File: src/rtl/bin2bcd.sv
// Sequential double-dabble: signed binary to sign + BCD magnitude, done WIDTH+1 edges after start.
// No backpressure: start is ignored while busy; results hold until the next done pulse.
module bin2bcd #(
  parameter int WIDTH  = 16,
  parameter int DIGITS = 5
) (
  input  logic                  clk,
  input  logic                  reset,
  input  logic                  start,
  input  logic [WIDTH-1:0]      din,
  output logic                  busy,
  output logic                  done,
  output logic                  sign,
  output logic [4*DIGITS-1:0]   bcd,
  output logic                  overflow
);

  localparam int BW = 4 * DIGITS;
  localparam int CW = $clog2(WIDTH + 1);

  typedef enum logic [1:0] {IDLE, SHIFT, FINISH} state_t;

  state_t           state, state_nxt;
  logic [CW-1:0]    cnt;
  logic [WIDTH-1:0] mag;
  logic [BW-1:0]    scratch;
  logic [BW-1:0]    adj;
  logic             sign_l;
  logic             ovf_acc;

  always_comb begin
    adj = '0;
    for (int k = 0; k < DIGITS; k++) begin
      adj[4*k +: 4] = (scratch[4*k +: 4] >= 4'd5) ? scratch[4*k +: 4] + 4'd3
                                                  : scratch[4*k +: 4];
    end
  end

  always_comb begin
    state_nxt = state;
    unique case (state)
      IDLE:    if (start) state_nxt = SHIFT;
      SHIFT:   if (cnt == CW'(1)) state_nxt = FINISH;
      FINISH:  state_nxt = IDLE;
      default: state_nxt = IDLE;
    endcase
  end

  always_ff @(posedge clk or posedge reset) begin
    if (reset) state <= IDLE;
    else       state <= state_nxt;
  end

  always_ff @(posedge clk or posedge reset) begin
    if (reset) begin
      cnt      <= '0;
      mag      <= '0;
      scratch  <= '0;
      sign_l   <= 1'b0;
      ovf_acc  <= 1'b0;
      busy     <= 1'b0;
      done     <= 1'b0;
      sign     <= 1'b0;
      bcd      <= '0;
      overflow <= 1'b0;
    end else begin
      done <= 1'b0;
      unique case (state)
        IDLE: begin
          if (start) begin
            // Unsigned negate makes the most negative input yield 2^(WIDTH-1).
            sign_l  <= din[WIDTH-1];
            mag     <= din[WIDTH-1] ? -din : din;
            scratch <= '0;
            ovf_acc <= 1'b0;
            cnt     <= CW'(WIDTH);
            busy    <= 1'b1;
          end
        end
        SHIFT: begin
          scratch <= {adj[BW-2:0], mag[WIDTH-1]};
          mag     <= {mag[WIDTH-2:0], 1'b0};
          ovf_acc <= ovf_acc | adj[BW-1];
          cnt     <= cnt - CW'(1);
        end
        FINISH: begin
          bcd      <= scratch;
          sign     <= sign_l;
          overflow <= ovf_acc;
          done     <= 1'b1;
          busy     <= 1'b0;
        end
        default: ;
      endcase
    end
  end

endmodule

File: config.mk
export PLATFORM = sky130hd
export DESIGN_NAME = bin2bcd
export DESIGN_NICKNAME = d
export VERILOG_FILES = /design/src/rtl/bin2bcd.sv
export SDC_FILE = /design/constraint.sdc
export NUM_CORES = 1
export LEC_CHECK = 0
export BUFFER_PORTS_ARGS = -buffer_cell sky130_fd_sc_hd__buf_2
export CORE_ASPECT_RATIO = 1.25
export CORE_MARGIN = 2
export CORE_UTILIZATION = 43
export DETAILED_ROUTE_END_ITERATION = 8
export PLACE_DENSITY = 0.65
export SYNTH_ARGS = -nofsm -noshare
export SYNTH_HDL_FRONTEND = slang
export SYNTH_SLANG_ARGS = --single-unit
File: constraint.sdc
create_clock -name clk -period 3.23 [get_ports clk]
set_input_delay 0.646 -clock clk [delete_from_list [all_inputs] [get_ports clk]]
set_output_delay 0.646 -clock clk [all_outputs]
set_load 0.05 [all_outputs]
==> summary.txt <==
Floorplan
  – Die area: 8920 um2
  – Die extent in x: 84.9 um
  – Initial core utilization: between 40% and 50%
  – Core region area: slightly below 8000 um2
  – Count of standard-cell rows: 36
  – Height of the die: roughly 110 um
  – Count of boundary I/O pins: 43

CTS
  – CTS Buf Count: 9
  – Clock Sink Count: between 60 and 70
  – CTS Hold Buffers Added: 0
  – CTS Root Cell: clkbuf_8
  – Count of H-tree levels built during CTS: 3
  – Number of buffers inserted to repair setup after CTS: 0
  – Clock-pin slew on the worst setup and hold paths: ~70 ps
  – Post-CTS resize count: 0
  – TritonCTS clock tree: done
  – Number of buffers on the longest clock path: 2
  – Clock latency reported for the late side of the worst-skew pair: about 340 ps

Setup path
  – Worst setup path startpoint: din[0]
  – Critical Path Sink Type: flop
  – End of the worst register-to-register path: bcd[3]
  – End of the critical path: mag[14]
  – Data arrival time of the worst path: around 2200 ps
  – Path type of the worst setup path: primary input to flop
  – Highest net fanout along the worst path: 5
  – Critical R2R Launch: state[0]
  – Worst setup slack for register-to-register paths: 1390 ps
  – Critical path launch point type: primary input
  – Logic depth of the worst register-to-register path: 3
  – Req. time, crit path: 3440 ps

Place
  – Number of input and output port buffers inserted: between 40 and 50
  – Routability-driven placement congestion ratio: 0.801
  – Post-DP HPWL: 4870 um

Synthesis
  – Sequential-to-total area share from yosys stat: roughly half
  – Mapped Nets: between 300 and 400
  – Ys Warns: 0
  – Number of flops mapped to enable cells by yosys: 0
  – Cell count after synthesis: roughly 330
  – Top-area cell type share of the netlist area: between 40% and 50%
  – Area of the mapped netlist: about 3500 um2
  – Synthesis-stage register bit count: roughly 70
  – Share of flip-flops with an asynchronous set or reset: 100%
  – Area contributors post-synth: dfrtp_1, mux2_2, o21ai_0, ha_1, xor2_1
  – Top cell type by total area after synthesis: dfrtp_1
  – Mapped Avg Cell Area: 10.5 um2
  – Library cells used by synthesis: 41
  – Top_reg_cell synth: dfrtp_1

Drt
  – Detail-routed net length per standard cell: between 10 and 15 um
  – DRC marker count from the first detailed-route iteration: around 150
  – Post-Route WL: 6750 um
  – Per-cell via count in the routed design: 5.42
  – DRT antenna net count: 0
  – Overall via count from detail_route: around 2600
  – Total iterations of the first detailed-routing run: 4
  – DRC violations left: 0

STA
  – RSZ-0062 raised after global routing: no
  – Final Critical Period: about 1900 ps
  – Setup_tns: 0 ps
  – Pins Over Slew Limit: 0
  – Maximum clock skew at final layout: between 6 and 7 ps
  – Hold Worst Slack: slightly below 400 ps
  – Worst slew margin relative to its limit: around two fifths
  – Final hold violation count: 0
  – Setup violation total in the final timing report: 0
  – Measured slew at the worst slew-check pin: about 900 ps
  – Fmax: just over 500 MHz
  – Part of the cycle the worst path needs: about three fifths

GRT
  – Wire length of the first global-routing pass: 11700 um
  – Number of antenna violations at the first check in global routing: 0
  – Largest net degree at the start of global routing: 42
  – Final global-route overflow total: 0
  – Number of global-route vias before repair: 2570
  – Global routing usage summed across all routing layers: between 10% and 20%

Run status
  – Result of the run: finished clean

Flow run
  – Maximum Capacitance Violations: 0

Finish
  – Layout cells sized above 1: 23.7%
  – Antenna diodes: 0
  – Layout overhead on the synthesized area: 12.2%
  – Total number of nets in the final design: 407

Hold path
  – Path category of the worst min-delay check: primary input to asynchronous set/reset pin

Power and ir drop
  – Static Leakage: 1.82 nW
  – Total power divided by cell area: just under 1000 nW/um2
  – Max rail drop VDD: slightly above 0.7 mV
state kept, by name, summed over array words and instances (netlist names):
signal,count
bcd,20
scratch,20
mag,16
cnt,5
state,2
busy,1
done,1
overflow,1
ovf_acc,1
sign,1
sign_l,1
cells in the final DEF (no fill, tap or decap), types with 11 or more instances in the layout:
master    n
a21oi_1  11
buf_2    42
dfrtp_1  69
ha_1     13
inv_1    16
mux2_2   18
nand2_1  21
nand3_1  19
nor2_1   11
o21ai_0  39
o31ai_1  15
xor2_1   14
report_power, final:
part / internal (mW) / switching (mW)
Sequential: 1.23 / 0.266
Combinational: 0.628 / 1.11
Clock: 0.294 / 0.297
Total: 2.15 / 1.67
how the worst min path moves through the flow:
| stage | endpoint | startpoint |
|---|---|---|
| floorplan | sign_l | sign_l |
| finish | busy | reset |
| global placement | bcd[5] | bcd[5] |
| global route | busy | reset |
| detailed placement | bcd[5] | bcd[5] |
| CTS | busy | reset |
synthesized netlist by cell type, types with 10 or more instances:
master,number
mux2_2,18
nand3_1,19
inv_1,17
dfrtp_1,69
a22oi_1,10
o31ai_1,15
a21oi_1,11
nor2_1,11
clkbuf_1,10
ha_1,13
o21ai_0,39
xor2_1,14
nand2_1,21
cell families (layout without fill, tap and decap cells):
group	Yosys count	after routing	share of synthesized area [%]
AO/OA/AOI/OAI	93	93	17.1
AND/OR/NAND/NOR	83	83	12.9
flip-flops	69	69	49.1
buffers and inverters	36	81	5.02
XOR/XNOR	21	21	5.23
multiplexers	19	19	6.05
adder cells (fa/ha/maj)	13	13	4.63
area by class of cell:
cell class,count,area [um2]
Multi-Input combinational cell,229,1610
Sequential cell,69,1730
Fill cell,709,3940
Clock inverter,2,10.0
Tap cell,95,119
Inverter,17,63.8
Clock buffer,13,149
Timing Repair Buffer,49,263
per-stage QoR:
step	worst slack, ps	std cells	power [mW]	area [um2]	utilization, %
3_5_place_dp	912	459	3.27	3780	48.0
2_1_floorplan	844	334	2.86	3520	-
6_report	1280	474	3.82	3940	50.0
3_3_place_gp	974	459	3.21	3780	48.0
5_1_grt	1160	474	4.13	3940	50.0
4_1_cts	1280	474	3.87	3940	50.0
layer usage:
layer	wire (um)	up-vias	track usage, %
li1	-	1270	-
met1	3050	1229	20.3
met2	3330	57	27.8
met3	210	13	2.37
met4	150	0	8.16
met5	0	-	0
critical path, cell delays in order:
cell     delay (ps)
buf_2           120
inv_1            80
ha_1            180
or4b_4          510
o41ai_2         380
xor2_1          170
o21ai_1          70
(Power assumes the default switching activity.)
